`src/rtl/fetch_unit_if.sv`:
```
// Decode-side and instruction-memory-side signals of the fetch front end.
// master: the fetch unit; slave: memory, execute and decode around it.
interface fetch_unit_if;
    logic        imem_req_valid;
    logic        imem_req_ready;
    logic [31:0] imem_req_addr;
    logic        imem_rsp_valid;
    logic [31:0] imem_rsp_data;
    logic        redirect_valid;
    logic [31:0] redirect_pc;
    logic        instr_valid;
    logic        instr_ready;
    logic [31:0] instr;
    logic [31:0] instr_pc;
    logic [31:0] instr_pcplus4;

    modport master (
        output imem_req_valid, imem_req_addr,
        input  imem_req_ready,
        input  imem_rsp_valid, imem_rsp_data,
        input  redirect_valid, redirect_pc,
        output instr_valid, instr, instr_pc, instr_pcplus4,
        input  instr_ready
    );

    modport slave (
        input  imem_req_valid, imem_req_addr,
        output imem_req_ready,
        output imem_rsp_valid, imem_rsp_data,
        output redirect_valid, redirect_pc,
        input  instr_valid, instr, instr_pc, instr_pcplus4,
        output instr_ready
    );
endinterface

```
`src/rtl/fetch_unit.sv`:
```
// Instruction-fetch front end: owns the PC, issues in-order memory requests
// under a credit limit so every response has a buffer slot, and flushes the
// buffer plus in-flight responses on a redirect from execute.
module fetch_unit #(
    parameter logic [31:0] RESET_PC   = 32'h0000_0000,
    parameter int          FIFO_DEPTH = 2
) (
    input logic        clk,
    input logic        rst,
    fetch_unit_if.master bus
);
    localparam int             PTR_W   = $clog2(FIFO_DEPTH);
    localparam int             CNT_W   = PTR_W + 1;
    localparam logic [CNT_W:0] DEPTH_C = (CNT_W + 1)'(FIFO_DEPTH);
    localparam logic [31:0]    NOP     = 32'h0000_0013;

    logic [31:0]      fetch_pc;
    logic [31:0]      rsp_pc;
    logic [CNT_W-1:0] count;
    logic [CNT_W-1:0] outstanding;
    logic [CNT_W-1:0] drop_cnt;
    logic [PTR_W-1:0] rd_ptr;
    logic [PTR_W-1:0] wr_ptr;
    logic [31:0]      buf_instr [FIFO_DEPTH];
    logic [31:0]      buf_pc    [FIFO_DEPTH];

    logic             req_fire;
    logic             push;
    logic             pop;
    logic             head_valid;
    logic [CNT_W:0]   credit_used;
    logic [CNT_W-1:0] out_next;
    logic [31:0]      redirect_tgt;
    logic [31:0]      head_pc;

    // Credit check, handshakes and the post-update outstanding count.
    always_comb begin
        credit_used  = {1'b0, outstanding} + {1'b0, count};
        req_fire     = bus.imem_req_valid & bus.imem_req_ready;
        push         = bus.imem_rsp_valid & ~bus.redirect_valid & (drop_cnt == '0);
        head_valid   = (count != '0);
        pop          = head_valid & bus.instr_ready;
        out_next     = outstanding + CNT_W'(req_fire) - CNT_W'(bus.imem_rsp_valid);
        redirect_tgt = {bus.redirect_pc[31:2], 2'b00};
    end

    // Request side; rst gates valid so it drops the instant reset asserts.
    assign bus.imem_req_valid = rst & ~bus.redirect_valid & (credit_used < DEPTH_C);
    assign bus.imem_req_addr  = fetch_pc;

    // Head of the buffer toward decode; NOP and PC 0 while empty.
    always_comb begin
        head_pc           = head_valid ? buf_pc[rd_ptr] : 32'h0;
        bus.instr_valid   = head_valid;
        bus.instr         = head_valid ? buf_instr[rd_ptr] : NOP;
        bus.instr_pc      = head_pc;
        bus.instr_pcplus4 = head_pc + 32'd4;
    end

    // PC, credit and buffer bookkeeping; a redirect overrides everything else.
    always_ff @(posedge clk or negedge rst) begin
        if (!rst) begin
            fetch_pc    <= RESET_PC;
            rsp_pc      <= RESET_PC;
            count       <= '0;
            outstanding <= '0;
            drop_cnt    <= '0;
            rd_ptr      <= '0;
            wr_ptr      <= '0;
        end else begin
            outstanding <= out_next;
            if (bus.redirect_valid) begin
                fetch_pc <= redirect_tgt;
                rsp_pc   <= redirect_tgt;
                drop_cnt <= out_next;
                count    <= '0;
                rd_ptr   <= '0;
                wr_ptr   <= '0;
            end else begin
                if (req_fire)
                    fetch_pc <= fetch_pc + 32'd4;
                if (bus.imem_rsp_valid) begin
                    if (drop_cnt != '0)
                        drop_cnt <= drop_cnt - CNT_W'(1);
                    else
                        rsp_pc <= rsp_pc + 32'd4;
                end
                if (push)
                    wr_ptr <= wr_ptr + PTR_W'(1);
                if (pop)
                    rd_ptr <= rd_ptr + PTR_W'(1);
                count <= count + CNT_W'(push) - CNT_W'(pop);
            end
        end
    end

    // Buffer storage; contents are meaningless until count says otherwise.
    always_ff @(posedge clk) begin
        if (push) begin
            buf_instr[wr_ptr] <= bus.imem_rsp_data;
            buf_pc[wr_ptr]    <= rsp_pc;
        end
    end
endmodule

```
`src/flat_wrapper.sv`:
```
// flat-port wrapper written by rule: the top's interface ports become plain ports
module fetch_unit_flat 
#(
    parameter logic [31:0] RESET_PC   = 32'h0000_0000,
    parameter int          FIFO_DEPTH = 2
)
  (clk, rst, bus_imem_req_valid, bus_imem_req_addr, bus_imem_req_ready, bus_imem_rsp_valid, bus_imem_rsp_data, bus_redirect_valid, bus_redirect_pc, bus_instr_valid, bus_instr, bus_instr_pc, bus_instr_pcplus4, bus_instr_ready);
  fetch_unit_if bus_i ();
  input logic clk;
  input logic rst;
  output wire logic [$bits(bus_i.imem_req_valid)-1:0] bus_imem_req_valid;
  output wire logic [$bits(bus_i.imem_req_addr)-1:0] bus_imem_req_addr;
  input wire logic [$bits(bus_i.imem_req_ready)-1:0] bus_imem_req_ready;
  input wire logic [$bits(bus_i.imem_rsp_valid)-1:0] bus_imem_rsp_valid;
  input wire logic [$bits(bus_i.imem_rsp_data)-1:0] bus_imem_rsp_data;
  input wire logic [$bits(bus_i.redirect_valid)-1:0] bus_redirect_valid;
  input wire logic [$bits(bus_i.redirect_pc)-1:0] bus_redirect_pc;
  output wire logic [$bits(bus_i.instr_valid)-1:0] bus_instr_valid;
  output wire logic [$bits(bus_i.instr)-1:0] bus_instr;
  output wire logic [$bits(bus_i.instr_pc)-1:0] bus_instr_pc;
  output wire logic [$bits(bus_i.instr_pcplus4)-1:0] bus_instr_pcplus4;
  input wire logic [$bits(bus_i.instr_ready)-1:0] bus_instr_ready;
  assign bus_imem_req_valid = bus_i.imem_req_valid;
  assign bus_imem_req_addr = bus_i.imem_req_addr;
  assign bus_i.imem_req_ready = bus_imem_req_ready;
  assign bus_i.imem_rsp_valid = bus_imem_rsp_valid;
  assign bus_i.imem_rsp_data = bus_imem_rsp_data;
  assign bus_i.redirect_valid = bus_redirect_valid;
  assign bus_i.redirect_pc = bus_redirect_pc;
  assign bus_instr_valid = bus_i.instr_valid;
  assign bus_instr = bus_i.instr;
  assign bus_instr_pc = bus_i.instr_pc;
  assign bus_instr_pcplus4 = bus_i.instr_pcplus4;
  assign bus_i.instr_ready = bus_instr_ready;
  fetch_unit #(.RESET_PC(RESET_PC), .FIFO_DEPTH(FIFO_DEPTH)) u_core (.clk(clk), .rst(rst), .bus(bus_i));
endmodule
```
`config.mk`:
```
export PLATFORM = sky130hd
export DESIGN_NAME = fetch_unit_flat
export DESIGN_NICKNAME = d
export VERILOG_FILES = /design/src/rtl/fetch_unit_if.sv /design/src/rtl/fetch_unit.sv /design/src/flat_wrapper.sv
export SDC_FILE = /design/constraint.sdc
export NUM_CORES = 1
export LEC_CHECK = 0
export BUFFER_PORTS_ARGS = -buffer_cell sky130_fd_sc_hd__buf_4
export CORE_UTILIZATION = 59
export DETAILED_ROUTE_END_ITERATION = 12
export GPL_TIMING_DRIVEN = 0
export HOLD_SLACK_MARGIN = 0.05
export PLACE_DENSITY = 0.95
export SYNTH_ARGS = -nofsm -noshare
export SYNTH_HDL_FRONTEND = slang
export SYNTH_SLANG_ARGS = --single-unit
```
`constraint.sdc`:
```
create_clock -name clk -period 10.7 [get_ports clk]
set_clock_uncertainty 0.15 [all_clocks]
set_input_delay 2.14 -clock clk [delete_from_list [all_inputs] [get_ports clk]]
set_output_delay 2.14 -clock clk [all_outputs]
set_load 0.02 [all_outputs]
```
==> summary by stage <==
Setup path
Walking the worst path, the cells encountered are buf_6 -> buf_12 -> buf_6 -> buf_6 -> buf_2 -> buf_2 -> mux2i_1 -> nor2_1 -> ha_1 -> and4_1 -> buf_4 -> nand3_2 -> nor4_2 -> xor2_1 -> buf_4. The startpoint type of the worst setup path is a flop. The worst register-to-register path begins at u_core.count[0].

Setup slack on the worst reg-to-reg path comes out at 7430 ps. The logic depth of the worst setup path including buffers is 15. The worst setup path is captured at a primary output. The top cell family by delay on the critical path is buffers and inverters. The worst register-to-register path has a depth of 9. Among all stages on the critical path, the largest delay is contributed by sky130_fd_sc_hd__dfrtp_1. The most numerous cell type found on the critical path is sky130_fd_sc_hd__buf_6.

In this design, the stage delay of the slowest critical-path cell is 450 ps. The worst path arrival time is 4260 ps. The biggest fanout along the worst timing path is 10. The required time of the critical path is 8410 ps. The type of the setup path with the least slack is flop to primary output.

The total buffers and inverters traversed by the critical path is 8. The capture instance of the worst register-to-register path is u_core.bus.imem_req_addr[31].

Hold path
The startpoint identified for the worst hold timing path is u_core.rsp_pc[31]. The worst hold path was traced through 0 stages. For hold timing, the worst endpoint is u_core.buf_pc[1][31]. The min-delay analysis places its worst path in the category flop to flop.

Clocking
The count of cells resized by post-cts repair is 0. The latest clock arrival within the worst-skew pair is 430 ps. TritonCTS created 17 clock buffers. For this design, the sink count on the clock tree is 192. The buffers inserted during post-CTS setup optimization is 0. Clock tree synthesis selected as its root buffer the cell sky130_fd_sc_hd__clkbuf_16. The H-tree depth is 4.

For this design, the CTS-stage hold fixing added 0 buffers. The TritonCTS clock tree is done. The maximum root-to-sink buffer count is 2. The clock transition at the registers of the reported paths is 60 ps.

Layout
The number of antenna diodes in the final layout is 0. In the final layout, the share of cells above drive strength 1 is 0.308. The layout has 919 filler cells. The area growth from synthesis to layout is 25.7%. At the end of the flow, the number of nets in the layout was 1037.

Pwr
In this run the static leakage power is 4.61 nW. The sequential power share is 0.335. The cell-internal power is 1.73 mW. Of the total power, the share spent switching nets is 0.384.

The power density over the cells is 243 nW/um^2. The largest vdd supply drop is 0.139 mV. The share of total power dissipated in combinational logic is 0.440. Overall power consumption after layout is estimated at 2.81 mW. The net load switching power is 1.08 mW. The share of total power dissipated in the clock network is 0.224.

Yosys
The total of warnings raised by yosys is 0. Counting flops and latches in the post-synthesis netlist gives 192. Summed over all instances, the cell type with the most area after synthesis is sky130_fd_sc_hd__edfxtp_1. The synthesized netlist cell count is 737.

The number of distinct library cell variants in the gate-level netlist after synthesis is 51. The mean post-synth cell area is 12.5 sq um. In this run the cell area of the synthesized design comes to 9200 sq um.

The share of synthesized area in the top cell type comes to 0.405. In the post-synthesis netlist, the biggest area contributors are sky130_fd_sc_hd__edfxtp_1 40%, sky130_fd_sc_hd__dfrtp_1 18%, sky130_fd_sc_hd__mux2i_1 6.6%, sky130_fd_sc_hd__xor2_1 4.8%, sky130_fd_sc_hd__mux2_2 4.2%. The main flop type after synthesis is sky130_fd_sc_hd__edfxtp_1.

Counting flops with a built-in enable in the synthesized netlist gives 124. The share of the Yosys chip area taken by registers is 0.590. After synthesis, the share of flip-flops with an asynchronous set or reset is 0.354.

STA
The count of final hold-check violations is 0. Setup violations remaining at the end of the flow were counted as 0. The normalized max-slew margin is 0.420. Adding up every negative setup slack in the final design gives 0 ps. The final cycle utilization of the critical path is 0.612. The maximum frequency from static timing analysis is 0.153 GHz.

Setup repair after global routing left no endpoint under its margin. The minimum clock period after layout is 6550 ps. The number of max-slew violations in the final report is 0. The transition time of the tightest slew-check pin is 870 ps.

Floorplanning
The initialized floorplan defines 45 standard-cell rows. The number of top-level design ports is 200. The die covers 16100 sq um. The starting utilization of the core area is 0.605.

The die is 127 um tall. The area of the placeable core is 15200 sq um. The die width is 127 um.

Global routing
The largest net degree at the start of global routing is 70. The number of antenna violations at the first check in global routing is 0. The number of global-route vias before repair is 6598. For this run, the total global-route usage over all layers was measured as 0.295. The first global-routing pass estimated 35700 um of wire. Summed over all layers, the global routing overflow is 0.

Drt
The number of nets still failing antenna checks after routing is 0. The post-detailed-routing wire length is 23200 um. The routed via count divided by cell count is 5.80. The total via count after detailed routing is 6723.

In the routed design, unresolved DRC markers number 0. For this block, the initial DRC count from the detailed router was 661. In the final routed layout, each cell accounts on average for 20.0 um. The first detailed-routing pass ran for 7 iterations.

Run status
The run finished with clean final reports.

Flow run
Max-cap violations in this run came to 0.

Place
The number of port buffers is 191. Routability-driven placement finished with a final weighted congestion of 0.922. After legalization and detailed placement, the total HPWL measured 16900 um.
-- cell type report --
cell class | instances | area (sq um) | area share
Sequential cell | 192 | 5430 | 0.469
Buffer | 37 | 241 | 0.0209
Timing Repair Buffer | 197 | 1510 | 0.131
Inverter | 14 | 52.6 | 0.00454
Clock inverter | 6 | 37.5 | 0.00325
Tap cell | 188 | 235 | 0.0203
Clock buffer | 26 | 554 | 0.0479
Multi-Input combinational cell | 499 | 3510 | 0.303
-- cell usage in the layout, fill, tap and decap left out, drive strengths merged, types with 2 or more instances in the layout --
cell type and count:
inv 17, xor2 50, mux2 34, nand4 23, nand2 52, nand3b 4
nand2b 8, buf 215, nor2b 2, and3 12, a21boi 10, clkbuf 45
and4 6, mux2i 61, ha 8, xnor2 41, edfxtp 124, and2 7
o21ai 6, nor4 6, a21oi 18, nor3 18, nand3 23, dfrtp 68
clkinv 3, conb 6, a211oi 2, nor2 90
-- power by group through the flow --
stage	Combinational [mW]	Clock (mW)	Sequential, mW
detailed placement	1.23	0	0.953
finish	1.24	0.630	0.942
CTS	1.23	0.634	0.940
global route	1.31	0.664	0.949
floorplan	0.729	0	0.956
global placement	1.19	0	0.955
-- worst max-delay path by stage --
stage	start	endpoint	slack [ps]
finish	u_core.rd_ptr	bus_instr_pcplus4[24]	4150
global placement	bus_redirect_valid	u_core.buf_instr[0][11]	980
floorplan	bus_redirect_valid	u_core.buf_instr[0][0]	3170
detailed placement	u_core.rd_ptr	bus_instr_pcplus4[24]	4610
global route	u_core.rd_ptr	bus_instr_pcplus4[24]	3900
CTS	u_core.rd_ptr	bus_instr_pcplus4[24]	4140
-- sequential cells by signal, summed over array words and instances, names as in the netlist --
name / flops
u_core.buf_instr: 64
u_core.buf_pc: 60
u_core.bus.imem_req_addr: 30
u_core.rsp_pc: 30
u_core.count: 2
u_core.drop_cnt: 2
u_core.outstanding: 2
u_core.rd_ptr: 1
u_core.wr_ptr: 1
-- cells by family (layout without fill, tap and decap cells) --
| logic type | Yosys count | count (layout) | share of synthesized area |
|---|---|---|---|
| mux | 95 | 95 | 0.108 |
| other cells | 1 | 6 | 0.000408 |
| fa+ha+maj | 9 | 9 | 0.0131 |
| flops | 192 | 192 | 0.590 |
| buf+inv | 51 | 280 | 0.0320 |
| xor+xnor | 91 | 91 | 0.0866 |
| simple gates | 256 | 256 | 0.141 |
| compound gates | 42 | 42 | 0.0295 |
-- synthesized netlist by cell type (all sizes together) (7+ instances only) --
library cell / n
nor2: 90
inv: 13
and2: 7
xor2: 50
mux2i: 61
nand2b: 8
a21boi: 10
ha: 8
a21oi: 18
clkbuf: 19
xnor2: 41
dfrtp: 68
edfxtp: 124
nand4: 23
nand3: 23
and3: 12
nor3: 18
nand2: 52
mux2: 34
buf: 18
-- per-layer routing --
layer	vias to the layer above	routed length [um]	GRT usage
met5	-	0	0
met4	0	450	0.0987
met3	38	1880	0.0565
met2	397	11600	0.511
met1	3238	9280	0.372
li1	3050	-	-
-- metrics by stage --
stage | instances | utilization | cell area [sq um] | hold slack, ps | setup slack (ps)
after floorplan | 742 | - | 9220 | 312 | 3170
after global placement | 1121 | 0.716 | 10900 | 323 | 977
after detailed placement | 1127 | 0.722 | 11000 | 336 | 4610
after CTS | 1159 | 0.761 | 11600 | 352 | 4140
after global routing | 1159 | 0.761 | 11600 | 376 | 3900
final | 1159 | 0.761 | 11600 | 352 | 4150
No activity file was read; power rests on OpenSTA's default activity.
